File: src/rtl/audio_ctrl.sv
`default_nettype none
// ============================================================================
// Module      : audio_ctrl
// Description : Register front end for the PCM audio path. Decodes the CTRL,
//               RATE, DATA and IRQ registers, paces playback with a periodic
//               next_sample strobe, forwards data bytes into the audio FIFO
//               with sticky overflow tracking, stages sample-rate changes onto
//               sample boundaries and raises the FIFO-low (AFLOW) interrupt.
// Revision    : 1.0 - initial release
// ============================================================================
module audio_ctrl #(
    parameter int DIVIDER = 512            // clock cycles per next_sample, 4..65535
) (
    input  logic       clk,
    input  logic       rst_n,
    input  logic [1:0] reg_addr_i,
    input  logic [7:0] reg_wrdata_i,
    input  logic       reg_write_i,
    output logic [7:0] reg_rddata_o,
    input  logic       fifo_full_i,
    input  logic       fifo_almost_empty_i,
    input  logic       fifo_empty_i,
    output logic       next_sample_o,
    output logic [7:0] sample_rate_o,
    output logic       mode_stereo_o,
    output logic       mode_16bit_o,
    output logic [3:0] volume_o,
    output logic       fifo_reset_o,
    output logic [7:0] fifo_wrdata_o,
    output logic       fifo_write_o,
    output logic       irq_aflow_o
);

    localparam logic [1:0]  ADDR_CTRL = 2'd0;
    localparam logic [1:0]  ADDR_RATE = 2'd1;
    localparam logic [1:0]  ADDR_DATA = 2'd2;
    localparam logic [1:0]  ADDR_IRQ  = 2'd3;
    localparam logic [15:0] DIV_LOAD  = 16'(DIVIDER - 1);
    localparam logic [7:0]  RATE_MAX  = 8'd128;

    // Registered state and next-state values
    logic [15:0] div_q,         div_d;
    logic [7:0]  rate_pend_q,   rate_pend_d;
    logic [7:0]  rate_q,        rate_d;
    logic        mode_stereo_q, mode_stereo_d;
    logic        mode_16bit_q,  mode_16bit_d;
    logic [3:0]  volume_q,      volume_d;
    logic        fifo_reset_q,  fifo_reset_d;
    logic [7:0]  fifo_wrdata_q, fifo_wrdata_d;
    logic        fifo_write_q,  fifo_write_d;
    logic        ovf_q,         ovf_d;
    logic        aflow_ien_q,   aflow_ien_d;
    logic        irq_q,         irq_d;

    logic        tick;
    logic        wr_ctrl, wr_rate, wr_data, wr_irq;
    logic [7:0]  rate_clamped;
    logic        wrdata_unused;

    // CTRL bit6 carries no function
    assign wrdata_unused = reg_wrdata_i[6];

    // Strobe is decoded straight from the counter so it is 0 during reset
    assign tick = (div_q == 16'd0);

    assign wr_ctrl = reg_write_i && (reg_addr_i == ADDR_CTRL);
    assign wr_rate = reg_write_i && (reg_addr_i == ADDR_RATE);
    assign wr_data = reg_write_i && (reg_addr_i == ADDR_DATA);
    assign wr_irq  = reg_write_i && (reg_addr_i == ADDR_IRQ);

    assign rate_clamped = (reg_wrdata_i > RATE_MAX) ? RATE_MAX : reg_wrdata_i;

    // Next-state logic for divider, registers, FIFO strobes and interrupt
    always_comb begin
        div_d         = tick ? DIV_LOAD : (div_q - 16'd1);
        rate_pend_d   = rate_pend_q;
        rate_d        = rate_q;
        mode_stereo_d = mode_stereo_q;
        mode_16bit_d  = mode_16bit_q;
        volume_d      = volume_q;
        fifo_reset_d  = 1'b0;
        fifo_wrdata_d = fifo_wrdata_q;
        fifo_write_d  = 1'b0;
        ovf_d         = ovf_q;
        aflow_ien_d   = aflow_ien_q;

        // A rate written during the tick cycle takes effect on that same edge
        if (wr_rate) begin
            rate_pend_d = rate_clamped;
        end
        if (tick) begin
            rate_d = wr_rate ? rate_clamped : rate_pend_q;
        end

        if (wr_ctrl) begin
            mode_16bit_d  = reg_wrdata_i[5];
            mode_stereo_d = reg_wrdata_i[4];
            volume_d      = reg_wrdata_i[3:0];
            // Flush also discards the overflow history
            if (reg_wrdata_i[7]) begin
                fifo_reset_d = 1'b1;
                ovf_d        = 1'b0;
            end
        end

        // fifo_full is sampled in the write cycle itself
        if (wr_data) begin
            if (fifo_full_i) begin
                ovf_d = 1'b1;
            end else begin
                fifo_write_d  = 1'b1;
                fifo_wrdata_d = reg_wrdata_i;
            end
        end

        if (wr_irq) begin
            aflow_ien_d = reg_wrdata_i[0];
            if (reg_wrdata_i[1]) begin
                ovf_d = 1'b0;
            end
        end

        irq_d = aflow_ien_q && fifo_almost_empty_i && (rate_q != 8'd0);
    end

    // State register with asynchronous active-low reset
    always_ff @(posedge clk or negedge rst_n) begin
        if (!rst_n) begin
            div_q         <= DIV_LOAD;
            rate_pend_q   <= 8'd0;
            rate_q        <= 8'd0;
            mode_stereo_q <= 1'b0;
            mode_16bit_q  <= 1'b0;
            volume_q      <= 4'd0;
            fifo_reset_q  <= 1'b0;
            fifo_wrdata_q <= 8'd0;
            fifo_write_q  <= 1'b0;
            ovf_q         <= 1'b0;
            aflow_ien_q   <= 1'b0;
            irq_q         <= 1'b0;
        end else begin
            div_q         <= div_d;
            rate_pend_q   <= rate_pend_d;
            rate_q        <= rate_d;
            mode_stereo_q <= mode_stereo_d;
            mode_16bit_q  <= mode_16bit_d;
            volume_q      <= volume_d;
            fifo_reset_q  <= fifo_reset_d;
            fifo_wrdata_q <= fifo_wrdata_d;
            fifo_write_q  <= fifo_write_d;
            ovf_q         <= ovf_d;
            aflow_ien_q   <= aflow_ien_d;
            irq_q         <= irq_d;
        end
    end

    // Combinational register read mux
    always_comb begin
        reg_rddata_o = 8'd0;
        case (reg_addr_i)
            ADDR_CTRL: reg_rddata_o = {fifo_full_i, fifo_empty_i, mode_16bit_q,
                                       mode_stereo_q, volume_q};
            ADDR_RATE: reg_rddata_o = rate_pend_q;
            ADDR_DATA: reg_rddata_o = 8'd0;
            ADDR_IRQ:  reg_rddata_o = {5'd0, fifo_almost_empty_i, ovf_q, aflow_ien_q};
            default:   reg_rddata_o = 8'd0;
        endcase
    end

    assign next_sample_o = tick;
    assign sample_rate_o = rate_q;
    assign mode_stereo_o = mode_stereo_q;
    assign mode_16bit_o  = mode_16bit_q;
    assign volume_o      = volume_q;
    assign fifo_reset_o  = fifo_reset_q;
    assign fifo_wrdata_o = fifo_wrdata_q;
    assign fifo_write_o  = fifo_write_q;
    assign irq_aflow_o   = irq_q;

endmodule
`default_nettype wire

File: config.mk
export PLATFORM = sky130hd
export DESIGN_NAME = audio_ctrl
export DESIGN_NICKNAME = d
export VERILOG_FILES = /design/src/rtl/audio_ctrl.sv
export SDC_FILE = /design/constraint.sdc
export NUM_CORES = 1
export LEC_CHECK = 0
export BUFFER_PORTS_ARGS = -buffer_cell sky130_fd_sc_hd__clkbuf_2
export CORE_MARGIN = 2
export CORE_UTILIZATION = 49
export CTS_CLUSTER_SIZE = 30
export DETAILED_ROUTE_END_ITERATION = 12
export PLACE_DENSITY_LB_ADDON = 0.25
export SYNTH_ARGS = -nofsm -noshare
export SYNTH_HDL_FRONTEND = slang
export SYNTH_SLANG_ARGS = --single-unit
File: constraint.sdc
create_clock -name clk -period 2 [get_ports clk]
set_clock_uncertainty 0.2 [all_clocks]
set_input_delay 0 -clock clk [delete_from_list [all_inputs] [get_ports clk]]
set_output_delay 0 -clock clk [all_outputs]
set_load 0.03 [all_outputs]
==> results of run 1 <==
-- logic make-up (layout without fill, tap and decap cells) --
| logic type | after synthesis | after routing |
|---|---|---|
| AND/OR/NAND/NOR | 71 | 71 |
| flip-flops | 51 | 51 |
| multiplexers | 36 | 36 |
| AO/OA/AOI/OAI | 31 | 31 |
| buffers and inverters | 13 | 96 |
| adder cells (fa/ha/maj) | 2 | 2 |
| XOR/XNOR | 2 | 2 |
-- synthesized netlist by cell type (2+ instances only) --
cell type,instances
inv_1,4
nor2_1,10
o21ai_0,14
o31ai_1,3
mux2_2,9
nor4_4,2
mux2i_1,10
o21a_1,2
nor4_1,4
nor3_2,3
or3_1,2
ha_1,2
dfrtp_1,42
dfstp_2,9
nand2b_1,7
mux2_1,17
a21oi_1,4
buf_2,4
clkbuf_1,3
nand3_1,11
o21ai_1,2
nand2_1,17
xnor2_1,2
-- worst reg2reg max path: stages, from the launching register on --
cell and delay [ns]:
dfstp_2 0.38, buf_4 0.13, or4_4 0.61, nor4_4 0.16, mux2_1 0.34
-- repair_timing --
action / in CTS / in global routing
endpoints found under the hold margin: 69 / 0
pin swaps: 0 / 2
endpoints found under the setup margin: 2 / 2
resized for setup: 1 / 7
setup buffers: 2 / 1
hold buffers: 23 / 0
-- area by class of cell --
cell class              instances  area, µm²  share of cell area
clock buffers                   5       68.8              0.0215
flip-flops and latches         51       1290               0.403
clock inverters                 3       46.3              0.0145
inverters                       5       23.8             0.00743
multi-input cells             142       1120               0.351
repair buffers                 83        564               0.176
well taps                      67       83.8              0.0262
-- through the flow --
stage | utilization | setup WS, ns | power (mW) | cell area [µm²] | cells
after floorplan | - | 0.0853 | 1.50 | 2460 | 206
after global placement | 0.586 | 0.0651 | 1.65 | 2810 | 322
after detailed placement | 0.586 | 0.000179 | 1.67 | 2810 | 322
after CTS | 0.662 | 0.0130 | 2.47 | 3170 | 355
after global routing | 0.668 | 0.000949 | 2.55 | 3200 | 356
final | 0.668 | 0.0663 | 2.46 | 3200 | 356
-- per-layer routing --
layer  up-vias  part of all wire  track usage
met5         -                 0            0
met4         0             0.012       0.0635
met3         8             0.033       0.0495
met2        39              0.47        0.333
met1       924              0.48        0.302
li1        905                 -            -
-- worst paths after layout --
path                                        from               end  cells past startpoint
worst max-delay path                    div_q[1]         div_q[15]                      4
worst min-delay path                 reg_write_i      fifo_reset_o                      3
min in group asynchronous                  rst_n    rate_pend_q[0]                      3
worst min register to register  fifo_wrdata_o[0]  fifo_wrdata_o[0]                      1
max in group asynchronous                  rst_n  fifo_wrdata_o[0]                      3
worst max register to register          div_q[1]         div_q[15]                      4
-- placed cells by master (no fill, tap or decap), drive strengths merged --
master        n
a211oi        1
a21boi        1
a21oi         4
a2bb2oi       1
and2          2
and3          1
buf          12
bufinv        1
clkbuf       53
clkinvlp      1
dfrtp        42
dfstp         9
dlygate4sd3  23
ha            2
inv           6
mux2         26
mux2i        10
nand2        18
nand2b        7
nand3        11
nand3b        2
nand4         1
nor2         10
nor3          5
nor3b         1
nor4          7
nor4b         1
o211a         1
o21a          2
o21ai        16
o22a          1
o2bb2ai       1
o31ai         3
or3           3
or3b          1
or4           1
xnor2         2
-- flip-flops by register name, summed over array words and instances (netlist names) --
signal	flops
rate_pend_q	8
sample_rate_o	8
div_q	16
volume_o	4
fifo_wrdata_o	8
fifo_write_o	1
mode_stereo_o	1
fifo_reset_o	1
irq_aflow_o	1
ovf_q	1
mode_16bit_o	1
aflow_ien_q	1
-- power by group through the flow --
| stage | registers, mW | clock network [mW] | logic [mW] |
|---|---|---|---|
| floorplan | 1.33 | 0 | 0.171 |
| global placement | 1.19 | 0 | 0.457 |
| detailed placement | 1.20 | 0 | 0.467 |
| CTS | 1.18 | 0.756 | 0.533 |
| global route | 1.19 | 0.788 | 0.570 |
| finish | 1.18 | 0.740 | 0.533 |
==> out/metrics.cfg, run 1 <==
[clock_tree]
h-tree-depth=2
worstSkewPairLatency_ns=0.31
path_clk_slew_ns=0.10
cts_tree=yes
cts.sinks=51
cts_root_buf=clkbuf_8
cts_buffers=5
cts_buffer_depth=2

[routing]
drc=0
drt_iter0_markers=113
routed_via_density=5.27
wl_per_cell_um=15.7
ant_nets=0
vias=1876
wirelength_um=5580
drt_pass1_iterations=4

[setup_path]
cp_cell_sequence=buf_4 > or4_4 > nor4_4 > mux2_1
path_class=flop to flop
cp-start-kind=flop
cp.arrival_ns=1.93
crit_path_max_incr_delay_ns=0.61
critPathMaxFanout=6
path_buf_inv=1
cpLargestDelayFamily=simple AND/OR/NAND/NOR gates
crit_slowest_cell=or4_4
cp-end-kind=flop
r2r_setup_slack_ns=0.07
cp.required_ns=2.00

[synth]
synth-xor-area-share=0.00712
synthAdderAreaFrac=0.0102
synthMuxAreaShare=0.160
synth.distinct_cells=46
yosysWarnings=0
synth_ff_type=dfrtp_1
synth_area_leader_cell=dfrtp_1
synth_simple_gate_area_share=0.197
ys_seq_elements=51
async_flop_share=1.00
avgSynthCellArea_um2=11.9
synth_compound_area_frac=0.0768
synth_area_leaders=dfrtp_1 43%, dfstp_2 9.6%, mux2_1 7.8%
synth_area_um2=2460
synth_top_family_by_area=simple AND/OR/NAND/NOR gates
synth_edf_count=0
syn_inst=206
synth_nets=224
netlist.area_leader.share=0.427
ys_seq_area_frac=0.523

[timing]
final.setup.tns_ns=0
whs_ns=0.0362
post-route-period-util=0.967
max_freq_ghz=0.517
slew_viol_final=0
rsz0062_at_grt=false
worst-slew-pin-transition_ns=0.713
setup_viol=0
maxSlewHeadroom=0.523
period_needed_ns=1.93
hold_viol=0

[floorplan]
floorplan.core_area_um2=4790
start_util=0.514
core.rowCount=25
die_x_um=74.9
die-area_um2=5600
die_height_um=74.9
boundaryPins=50

[power_and_ir_drop]
comb_power_share=0.217
clockPowerShare=0.301
ir_drop_uv=738
swShare=0.306
total_leakage_power_nw=1.52
net-switching-power_mw=0.751
power_density_nw_per_um2=768
seqPwrFrac=0.482
p_int_mw=1.71

[grt]
grt_first_pass_wirelength_um=8800
antenna_found_initial=0
overflow=0
grt_max_degree=21
track_usage=0.214
first_global_vias=1788

[placement]
gp_congestion=0.804
hpwl_um=3660
portBuffers=49

[final_layout]
drive_gt1_frac=0.367
nFillCells=375
n_antenna_cell=0
area_growth_pct=30.0
nets=306

[outcome]
status=finished, final reports clean

[flow_run]
max-cap-violations=0

[hold_path]
hp-class=input port to flop

No activity file was read; power rests on OpenSTA's default activity.
==> run 2: changes to the inputs <==
--- a/config.mk
+++ b/config.mk
@@ -6,8 +6,10 @@
 export NUM_CORES = 1
 export LEC_CHECK = 0
 export BUFFER_PORTS_ARGS = -buffer_cell sky130_fd_sc_hd__clkbuf_2
+export CELL_PAD_IN_SITES_DETAIL_PLACEMENT = 1
+export CELL_PAD_IN_SITES_GLOBAL_PLACEMENT = 2
 export CORE_MARGIN = 2
-export CORE_UTILIZATION = 49
+export CORE_UTILIZATION = 32
 export CTS_CLUSTER_SIZE = 30
 export DETAILED_ROUTE_END_ITERATION = 12
 export PLACE_DENSITY_LB_ADDON = 0.25
==> run 2 against run 1 <==
Net effect: fmax fell by 1.8%; register-to-register slack worse by 0.04 ns; final area up 4.2%; die area up 50%; final cell count increased by 12%; first-iteration DRC count decreased by 52%; critical endpoint is now div_q[14]; largest cell class unchanged.
==> out/metrics.cfg, run 2 (same netlist as run 1, synthesis figures left out) <==
[outcome]
status=finished, final reports clean

[setup_path]
cp.arrival_ns=2.00  ; +0.07 ns
path_class=flop to flop
r2r_setup_slack_ns=0.03  ; -0.04 ns
cp-end-kind=flop
critPathMaxFanout=4  ; -2
cp.required_ns=2.03  ; +0.03 ns
cp-start-kind=flop

[timing]
setup_viol=0  ; unchanged
rsz0062_at_grt=true
final.setup.tns_ns=0  ; unchanged
fin_ws_ns=0.0304  ; -0.0359 ns
post-route-period-util=0.985  ; +0.0179
worst-slew-pin-transition_ns=0.428  ; -0.285 ns
maxSlewHeadroom=0.712  ; +0.189
hold_viol=0  ; unchanged
max_freq_ghz=0.508  ; -1.8%
slew_viol_final=0  ; unchanged
whs_ns=0.0246  ; -0.0116 ns
period_needed_ns=1.97  ; +0.0359 ns

[grt]
first_global_vias=1990  ; +11%
grt_max_degree=52  ; +150%
track_usage=0.158  ; -0.0567
overflow=0  ; unchanged
grt_first_pass_wirelength_um=10400  ; +18%
antenna_found_initial=0  ; unchanged

[clock_tree]
worstSkewPairLatency_ns=0.31  ; about the same
path_clk_slew_ns=0.10  ; about the same
cts_buffer_depth=2  ; unchanged
cts.sinks=51  ; unchanged
cts_root_buf=clkbuf_8
cts_buffers=5  ; unchanged
cts_tree=yes
h-tree-depth=2  ; unchanged

[placement]
placed_cells=357  ; +11%
hpwl_um=4260  ; +16%
placed_cell_area_um2=2880  ; +2.7%
gp_congestion=0.750  ; -6.6%
place_ws_ns=-0.0291  ; -0.0293 ns
portBuffers=49  ; unchanged

[final_layout]
largest_register_ffs=16  ; unchanged
mostFrequentLayoutCells=48 x clkbuf_2, 42 x dfrtp_1, 25 x dlygate4sd3_1
final_common_cell=clkbuf_2
nets=315  ; +2.9%
utilization=0.455  ; -0.214
area_growth_pct=35.5
layoutNonFillerInstCount=397  ; +12%
design_area_um2=3330  ; +4.2%
multi_input_comb_area_um2=1140  ; +1.7%
regMostFlops=div_q
regArea_um2=1290  ; unchanged
nFillCells=781  ; +110%
n_antenna_cell=0  ; unchanged
drive_gt1_frac=0.386  ; +0.0191

[power_and_ir_drop]
power.total_mw=2.47  ; +0.56%
ir_drop_uv=390  ; -47%
power_density_nw_per_um2=741  ; -3.5%
total_leakage_power_nw=1.56  ; +2.9%

[floorplan]
die_x_um=91.7  ; +22%
die-area_um2=8400  ; +50%
boundaryPins=50  ; unchanged
floorplan.core_area_um2=7330  ; +53%
core.rowCount=31  ; +24%
start_util=0.336  ; -0.178
die_height_um=91.7  ; +22%

[routing]
drc=0  ; unchanged
ant_nets=0  ; unchanged
wl_per_cell_um=16.0  ; +2.2%
wirelength_um=6360  ; +14%
drt_pass1_iterations=5  ; +1
vias=1921  ; +2.4%
drt_iter0_markers=54  ; -52%
routed_via_density=4.84  ; -8.2%

[hold_path]
hp-class=input port to asynchronous set/reset pin

[flow_run]
max-cap-violations=0  ; unchanged

==> run 2: cell count changes in the layout (fill, tap and decap cells not counted), moves of 2 or more <==
| cell | before | now |
|---|---|---|
| inv_2 | 0 | 2 |
| inv_1 | 4 | 2 |
| buf_4 | 11 | 18 |
| dlygate4sd3_1 | 23 | 25 |
| inv_6 | 2 | 0 |
==> run 2: per-layer routing <==
| metal | vias to the layer above | part of all wire | routed length [µm] | track usage |
|---|---|---|---|---|
| met3 | 5 | 0.031 | 199 | 0.0304 |
| met1 | 971 | 0.50 | 3160 | 0.225 |
| met5 | - | 0 | 0 | 0 |
| met2 | 30 | 0.46 | 2920 | 0.241 |
| li1 | 915 | - | - | - |
| met4 | 0 | 0.012 | 78 | 0.0492 |
==> run 2: cell type report <==
cell class	count	share of cell area
sequential	51	0.386
timing repair buffer	92	0.194
inverter	5	0.00638
clock inverter	3	0.0131
clock buffer	5	0.0206
tap	99	0.0372
multi-input combinational	142	0.343
==> run 2: timing repair <==
item,in CTS,in global routing
setup endpoints to repair,1,3
buffers inserted,1,6
hold buffers,25,0
endpoints found under the hold margin,78,0
resized for setup,1,11
pin swaps,0,4
==> run 2: power by group <==
part | internal [mW] | leakage [nW] | switching (mW) | total, mW
combinational | 0.215 | 0.863 | 0.332 | 0.547
sequential | 1.12 | 0.639 | 0.0555 | 1.18
clock | 0.373 | 0.0581 | 0.371 | 0.744
total | 1.71 | 1.56 | 0.758 | 2.47
==> run 2: critical path: stages, from the launching register on <==
cell,delay [ns]
dfstp_2,0.57
inv_2,0.06
ha_4,0.15
nor4b_4,0.12
and2_4,0.17
or3_4,0.40
o31ai_4,0.21
==> run 2: final timing paths <==
path | from | endpoint | cells past startpoint
max in group asynchronous | rst_n | div_q[3] | 3
min reg2reg | fifo_wrdata_o[7] | fifo_wrdata_o[7] | 1
min in group clk | reg_write_i | volume_o[0] | 3
max | div_q[1] | div_q[14] | 6
max reg2reg | div_q[1] | div_q[14] | 6
min | rst_n | fifo_write_o | 3
